[config.mk]
export PLATFORM = sky130hd
export DESIGN_NAME = program_loader
export DESIGN_NICKNAME = d
export VERILOG_FILES = /design/src/rtl/program_loader.sv
export SDC_FILE = /design/constraint.sdc
export NUM_CORES = 1
export LEC_CHECK = 0
export CORE_MARGIN = 2
export CORE_UTILIZATION = 35
export CTS_BUF_LIST = sky130_fd_sc_hd__clkbuf_16
export CTS_CLUSTER_SIZE = 30
export DETAILED_ROUTE_END_ITERATION = 8
export SLEW_MARGIN = 20
export SYNTH_ARGS = -nofsm -noshare
export SYNTH_HDL_FRONTEND = slang
export SYNTH_SLANG_ARGS = --single-unit
[constraint.sdc]
create_clock -name clk -period 1.8 [get_ports clk]
set_input_delay 0.27 -clock clk [delete_from_list [all_inputs] [get_ports clk]]
set_output_delay 0.27 -clock clk [all_outputs]
set_load 0.01 [all_outputs]
[src/rtl/program_loader.sv]
// ============================================================================
// program_loader
// ----------------------------------------------------------------------------
// Receives a length-prefixed byte stream from a serial front end and writes
// the payload into memory at addresses 0,1,2,... while holding the CPU.
//
// Frame: [N] [payload x N] [sum]   (N = 0 means 256 payload bytes; the sum
// byte is present only when LOADER_CHECKSUM_EN is defined).
//
// Optional feature macro: LOADER_CHECKSUM_EN
//   defined   : an 8-bit running sum (mod 256) of the payload is kept, a
//               trailing checksum byte is compared in CHECK, and a mismatch
//               parks the loader in ERROR (error=1, cpu_hold=1) until reset,
//               or until start re-arms a new load.
//   undefined : no CHECK/ERROR states, no sum logic, error tied to 0.
//
// Ports
//   clk          in   sole clock, rising edge
//   reset        in   synchronous active-high reset
//   start        in   one-cycle request to begin a load (IDLE/ERROR only)
//   rx_data[7:0] in   incoming byte
//   rx_valid     in   rx_data holds a byte
//   rx_ready     out  loader accepts a byte this cycle
//   mem_write    out  one-cycle write strobe
//   mem_address  out  write address (registered)
//   mem_data     out  write data (registered)
//   cpu_hold     out  holds the CPU (drives pc_reset)
//   done         out  one-cycle pulse on a successful load
//   error        out  checksum failure flag
//   dbg_state_o  out  current FSM state encoding, for checkers
//
// Handshake: a byte transfers on a rising edge where rx_valid=1 and
// rx_ready=1. rx_ready does not depend on rx_valid; rx_valid=0 simply stalls
// the receiving state with no state change.
// ============================================================================
module program_loader (
    input  logic       clk,
    input  logic       reset,
    input  logic       start,
    input  logic [7:0] rx_data,
    input  logic       rx_valid,
    output logic       rx_ready,
    output logic       mem_write,
    output logic [7:0] mem_address,
    output logic [7:0] mem_data,
    output logic       cpu_hold,
    output logic       done,
    output logic       error,
    output logic [2:0] dbg_state_o
);

`ifdef LOADER_CHECKSUM_EN
    typedef enum logic [2:0] {
        ST_IDLE  = 3'd0,
        ST_LEN   = 3'd1,
        ST_DATA  = 3'd2,
        ST_CHECK = 3'd3,
        ST_DONE  = 3'd4,
        ST_ERROR = 3'd5
    } state_t;
`else
    typedef enum logic [2:0] {
        ST_IDLE  = 3'd0,
        ST_LEN   = 3'd1,
        ST_DATA  = 3'd2,
        ST_DONE  = 3'd4
    } state_t;
`endif

    state_t     state_q, state_d;
    logic [7:0] addr_q,  addr_d;
    logic [7:0] len_q,   len_d;
    // Set for the single cycle in which the final payload write strobe is
    // out; it keeps DATA from accepting more and delays the exit so that
    // done (or CHECK) follows the last write rather than overlapping it.
    logic       drain_q, drain_d;
    logic       wr_q,    wr_d;
    logic [7:0] wa_q,    wa_d;
    logic [7:0] wd_q,    wd_d;
    logic       ready_q, ready_d;
    logic       hold_q,  hold_d;
    logic       done_q,  done_d;
`ifdef LOADER_CHECKSUM_EN
    logic [7:0] sum_q,   sum_d;
    logic       err_q,   err_d;
`endif

    logic accept;
    assign accept = rx_valid & ready_q;

    always_comb begin
        state_d = state_q;
        addr_d  = addr_q;
        len_d   = len_q;
        drain_d = drain_q;
        wr_d    = 1'b0;
        wa_d    = wa_q;
        wd_d    = wd_q;
`ifdef LOADER_CHECKSUM_EN
        sum_d   = sum_q;
`endif

        case (state_q)
            ST_IDLE: begin
                if (start) state_d = ST_LEN;
            end
            ST_LEN: begin
                if (accept) begin
                    len_d   = rx_data;
                    addr_d  = 8'd0;
                    drain_d = 1'b0;
`ifdef LOADER_CHECKSUM_EN
                    sum_d   = 8'd0;
`endif
                    state_d = ST_DATA;
                end
            end
            ST_DATA: begin
                if (drain_q) begin
                    drain_d = 1'b0;
`ifdef LOADER_CHECKSUM_EN
                    state_d = ST_CHECK;
`else
                    state_d = ST_DONE;
`endif
                end else if (accept) begin
                    wr_d   = 1'b1;
                    wa_d   = addr_q;
                    wd_d   = rx_data;
                    // 8-bit wrap: for N=0 the last write is at 0xFF and
                    // the counter returns to 0x00 with no further write.
                    addr_d = addr_q + 8'd1;
`ifdef LOADER_CHECKSUM_EN
                    sum_d  = sum_q + rx_data;
`endif
                    // len_q - 1 wraps to 0xFF when N=0, giving 256 bytes.
                    if (addr_q == len_q - 8'd1) drain_d = 1'b1;
                end
            end
`ifdef LOADER_CHECKSUM_EN
            ST_CHECK: begin
                if (accept) state_d = (rx_data == sum_q) ? ST_DONE : ST_ERROR;
            end
            ST_ERROR: begin
                if (start) state_d = ST_LEN;
            end
`endif
            ST_DONE: begin
                state_d = ST_IDLE;
            end
            default: begin
                state_d = ST_IDLE;
            end
        endcase

        // Registered outputs are decoded from the next state so they line
        // up with the state register.
        ready_d = (state_d == ST_LEN) || ((state_d == ST_DATA) && !drain_d);
        hold_d  = (state_d == ST_LEN) || (state_d == ST_DATA);
        done_d  = (state_d == ST_DONE);
`ifdef LOADER_CHECKSUM_EN
        ready_d = ready_d || (state_d == ST_CHECK);
        hold_d  = hold_d || (state_d == ST_CHECK) || (state_d == ST_ERROR);
        err_d   = (state_d == ST_ERROR);
`endif
    end

    always_ff @(posedge clk) begin
        if (reset) begin
            state_q <= ST_IDLE;
            addr_q  <= 8'd0;
            len_q   <= 8'd0;
            drain_q <= 1'b0;
            wr_q    <= 1'b0;
            wa_q    <= 8'd0;
            wd_q    <= 8'd0;
            ready_q <= 1'b0;
            hold_q  <= 1'b0;
            done_q  <= 1'b0;
`ifdef LOADER_CHECKSUM_EN
            sum_q   <= 8'd0;
            err_q   <= 1'b0;
`endif
        end else begin
            state_q <= state_d;
            addr_q  <= addr_d;
            len_q   <= len_d;
            drain_q <= drain_d;
            wr_q    <= wr_d;
            wa_q    <= wa_d;
            wd_q    <= wd_d;
            ready_q <= ready_d;
            hold_q  <= hold_d;
            done_q  <= done_d;
`ifdef LOADER_CHECKSUM_EN
            sum_q   <= sum_d;
            err_q   <= err_d;
`endif
        end
    end

    assign rx_ready    = ready_q;
    assign mem_write   = wr_q;
    assign mem_address = wa_q;
    assign mem_data    = wd_q;
    assign cpu_hold    = hold_q;
    assign done        = done_q;
    assign dbg_state_o = state_q;
`ifdef LOADER_CHECKSUM_EN
    assign error       = err_q;
`else
    assign error       = 1'b0;
`endif

endmodule

---- Word-level counts from Yosys, hierarchy flattened ----
Cells that the tools add are included.
storage, ports and cells
  register bits after elaboration ......... 40
  input bits .............................. 12
  output and inout bits ................... 24
  logic and storage cells ................. 48
operators by class
  add/sub/neg operators ................... 2
  equality and inequality tests ........... 9
  muxes and demuxes ....................... 14
  bitwise logic cells ..................... 3
  reduce and logical (&&, ||, !) cells .... 10
operators with widths
  kind                                                                 count
  8-bit 2-to-1 mux                                                     3
  8-bit case mux with 2 select lines                                   1
  3-bit 2-to-1 mux                                                     3
  3-bit case mux with 3 select lines                                   1
  8-bit by 1-bit adder with 8-bit output (second input constant)       1
  8-bit == test                                                        1
  8-bit by 1-bit subtractor with 8-bit output (second input constant)  1
  3-bit by 1-bit == test with 1-bit output (second input constant)     2
  3-bit by 2-bit == test with 1-bit output (second input constant)     2
  2-bit inequality test (second input constant)                        3
  1-bit 2-to-1 mux                                                     5
  4-bit AND reduction                                                  1
  3-bit == test (second input constant)                                1
  3-bit logical NOT                                                    1
  3-bit AND reduction                                                  1
  3-bit OR reduction                                                   1
  1-bit logical OR                                                     2
  1-bit inverter                                                       2
  1-bit case mux with 2 select lines                                   1
  2-bit AND reduction                                                  1
  2-bit nonzero test                                                   1
  1-bit AND                                                            1
  1-bit logical AND                                                    1
  1-bit logical NOT                                                    1

---- Longest topological paths before layout ----
  depth in word-level cells ............... 9
  depth in mapped cells ................... 7
  gate-level depth less buffers ........... 7

---- Worst setup path after synthesis ----
Ideal clock, no wire load.
  path type ............................... register to register
  start ................................... reg len_q[0]
  end ..................................... reg ready_q, in the netlist rx_ready
  setup time .............................. 117 ps
  arrival ................................. 1747 ps
  data required time ...................... 1683 ps
  slack ................................... -64 ps
  stages on the path, launching flop included .. 8
  buffers on the path ..................... 0
  period minus slack after synthesis ...... 1864 ps
  cell sequence ........................... dfxtp_1 inv_1 ha_1 or3b_2 o31a_1 nor4_4 a21oi_1 nand2b_1
on the way
  word-level cells in the longest chain between the ends .. 9
ends and longest elaborated chain
  item                                         RTL line  text
  start, declared                              72        logic [7:0] len_q, len_d;
  start signal, assigned                       187       len_q <= len_d;
  8-bit by 1-bit subtractor with 8-bit output  137       if (addr_q == len_q - 8'd1) drain_d = 1'b1;
  8-bit == test                                137
  1-bit 2-to-1 mux                             137
  1-bit 2-to-1 mux                             126       end else if (accept) begin
  1-bit 2-to-1 mux                             119       if (drain_q) begin
  1-bit case mux with 2 select lines           103       case (state_q)
  1-bit logical NOT                            158       ready_d = (state_d == ST_LEN) || ((state_d == ST_DATA) && !drain_d);
  1-bit logical AND                            158
  1-bit logical OR                             158
  end signal, assigned                         192       ready_q <= ready_d;
  end, declared                                80        logic ready_q, ready_d;
No other way between the ends.
A chain may end at the register's enable or synchronous reset.

---- Worst setup path in the final report ----
Ends and elaborated chain as after synthesis.

==> flow_summary.ini <==
[layout]
drive_above_1_share = 0.1749
nets = 276
fill_cells = 523
layout_commonest_cell = nand2_1
antennaDiodeCount = 0
final_cell_mix = nand2_1, dfxtp_1, clkdlybuf4s50_1
area.growth.synth_to_final_pct = 39.64

[min_path]
min_to = mem_data[0]
hold_depth = 2
hold_path.class = reg2reg
hold_path.startpoint = mem_data[0]

[placement]
hpwl_um = 2975
dp_slack_ns = -0.07779
port_buffers = 34
globalplace.congestion = 0.8557

[pwr]
p_comb_frac = 0.125
seqPwrFrac = 0.459
power.total_w = 0.002028
ir_drop_mv = 0.5086
intPower_w = 0.001539
powerDensity_nw_per_um2 = 813.0
p_leak_nw = 0.8525
power.share.switching = 0.2411
netSwitchingPower_w = 0.0004890
clkPwrFrac = 0.416

[sta]
rsz0062_at_grt = true
clock_skew_ns = 0.002873
hold_violations = 0
setup_ws_ns = 0.007421
setup_tns_ns = 0
period_needed_ns = 1.793
finalCritPeriodShare = 0.9959
slew_viol_final = 0
fmax_ghz = 0.5579
finalSetupViolCount = 0

[cts]
tritoncts = done
clkLatencyLatePin_ns = 0.28
max-clock-path-buffers = 2
cts_root_buffer = clkbuf_16
holdBufCountCts = 0
numCtsBuffers = 5
clk_pin_slew_ns = 0.06
h-tree-depth = 2
clock-sinks = 40

[drt]
drt_iter0_drc = 111
drt_pass1_iterations = 4
wl_um = 4299
postRouteAntennaNets = 0
routed_via_density = 4.835
wl_per_cell_um = 12.91
vias = 1610
drc_errors = 0

[setup_path]
r2r-end = rx_ready
critical_path_class = reg2reg
critical_path.max_stage_delay_ns = 0.38
reg2reg_from = len_q[0]
arrival_ns = 1.97
r2r_slack_ns = 0.007
required_ns = 1.97
worst-path-buf-inv = 1
crit_fanout = 4
critical-path-top-delay-family = simple AND/OR/NAND/NOR gates
end_kind = flop
start_kind = flop
path_cells = inv_4, ha_4, or3b_4, o31a_1, nor4_4, a21oi_1, nand2b_1
crit_path_top_delay_cell = or3b_4
r2r_cells = 7

[run]
drv_cap = 0

[logic_synthesis]
synth_area_um2 = 1787
async_flop_share = 0
yosysSeqAreaShare = 0.4482
ys.flop_type = dfxtp_1
yosysUniqueCellTypes = 44
synth.avg_cell_area_um2 = 8.349
synth_edf_count = 0
synth_nets = 228
synth_warnings = 0
synthCells = 214
ys_ff_latch = 40

[grt]
grt_pass1_vias = 1479
grt_max_degree = 30
grt.overflow.total = 0
antenna_found_initial = 0
gr-usage-all-layers = 0.1608
grt_pass1_wl_um = 6879

[floorplanning]
num_io_pins = 36
initial_utilization = 0.3566
core_um2 = 5010
die_h_um = 75.45
die_w_um = 75.45
rows = 26
die_area_um2 = 5693

[outcome]
status = finished, final reports clean
==> logic make-up after synthesis <==
group,share of synthesized area
and+or+nand+nor,0.2360
AOI/OAI and AO/OA,0.1849
DFF,0.4482
buffers and inverters,0.04132
xor gates and xnor gates,0.07353
adders and majority gates,0.01400
other,0.002099
==> power groups by stage <==
| stage | clock (W) | sequential [W] | combinational (W) |
|---|---|---|---|
| 2_1_floorplan | 0 | 0.000950 | 0.000134 |
| 3_3_place_gp | 0 | 0.000950 | 0.000234 |
| 3_5_place_dp | 0 | 0.000950 | 0.000235 |
| 4_1_cts | 0.000867 | 0.000930 | 0.000238 |
| 5_1_grt | 0.000896 | 0.000936 | 0.000276 |
| 6_report | 0.000844 | 0.000931 | 0.000253 |
==> worst max path at each step <==
stage,slack [ns],startpoint,to,depth (start not counted)
floorplan,0.01,dbg_state_o[1],rx_ready,7
global placement,-0.03,len_q[0],rx_ready,7
detailed placement,-0.08,rx_valid,addr_q[6],7
CTS,0.02,len_q[0],rx_ready,5
global route,-0.07,len_q[0],rx_ready,7
finish,0.007,len_q[0],rx_ready,7
==> worst reg2reg max path, cell delays in order, from the launching register on <==
cell and delay (ns):
dfxtp_4 0.36, inv_4 0.06, ha_4 0.13, or3b_4 0.38, o31a_1 0.27, nor4_4 0.20, a21oi_1 0.13, nand2b_1 0.16
==> layout make-up <==
type / instances / area (um^2) / area share
inverters: 4 / 17.52 / 0.007021
multi-input cells: 158 / 954.7 / 0.3826
flip-flops and latches: 40 / 813.3 / 0.3260
clock inverters: 3 / 13.76 / 0.005517
repair buffers: 53 / 483.0 / 0.1936
clock buffers: 5 / 125.1 / 0.05015
well taps: 70 / 87.58 / 0.03511
==> Yosys cell counts, types with 2 or more instances <==
cell type / count / area [um^2]
a31oi_1: 2 / 12.51
nand2b_1: 4 / 25.02
xnor2_1: 9 / 78.83
clkbuf_1: 8 / 30.03
ha_1: 2 / 25.02
or2b_1: 2 / 15.01
nor3_1: 4 / 20.02
a21oi_1: 31 / 155.2
or2_2: 2 / 12.51
xor2_1: 6 / 52.55
buf_2: 2 / 10.01
inv_1: 4 / 15.01
and2_1: 4 / 25.02
nand2_1: 44 / 165.2
nand4_1: 2 / 12.51
o21ai_0: 9 / 45.04
nor2_1: 12 / 45.04
nand3b_1: 2 / 15.01
dfxtp_1: 40 / 800.8
==> sequential cells by signal (all words and copies together) (netlist names) <==
signal,flops
mem_write,1
mem_data,8
done,1
addr_q,8
dbg_state_o,3
mem_address,8
drain_q,1
rx_ready,1
cpu_hold,1
len_q,8
==> per-layer routing <==
metal	GRT usage	vias to the layer above	part of all wire
met4	0.05263	0	0.016
li1	-	820	-
met2	0.2628	31	0.48
met5	0	-	0
met3	0.03439	7	0.046
met1	0.2119	752	0.46
==> through the flow <==
step	instance area [um^2]	hold slack, ns	utilization	instances
after floorplan	1812	0.3936	-	214
after global placement	2300	0.4456	0.4590	324
after detailed placement	2300	0.4494	0.4590	324
after CTS	2442	0.4576	0.4875	332
after global routing	2495	0.4730	0.4980	333
final	2495	0.4559	0.4980	333
==> what timing repair did <==
action                                 CTS  global route
resized for setup                        2            13
pin swaps                                2             4
setup buffers                            0             1
setup endpoints to repair                2             3
endpoints found under the hold margin    0             0
Note: power is estimated with default switching activity, not from simulation.
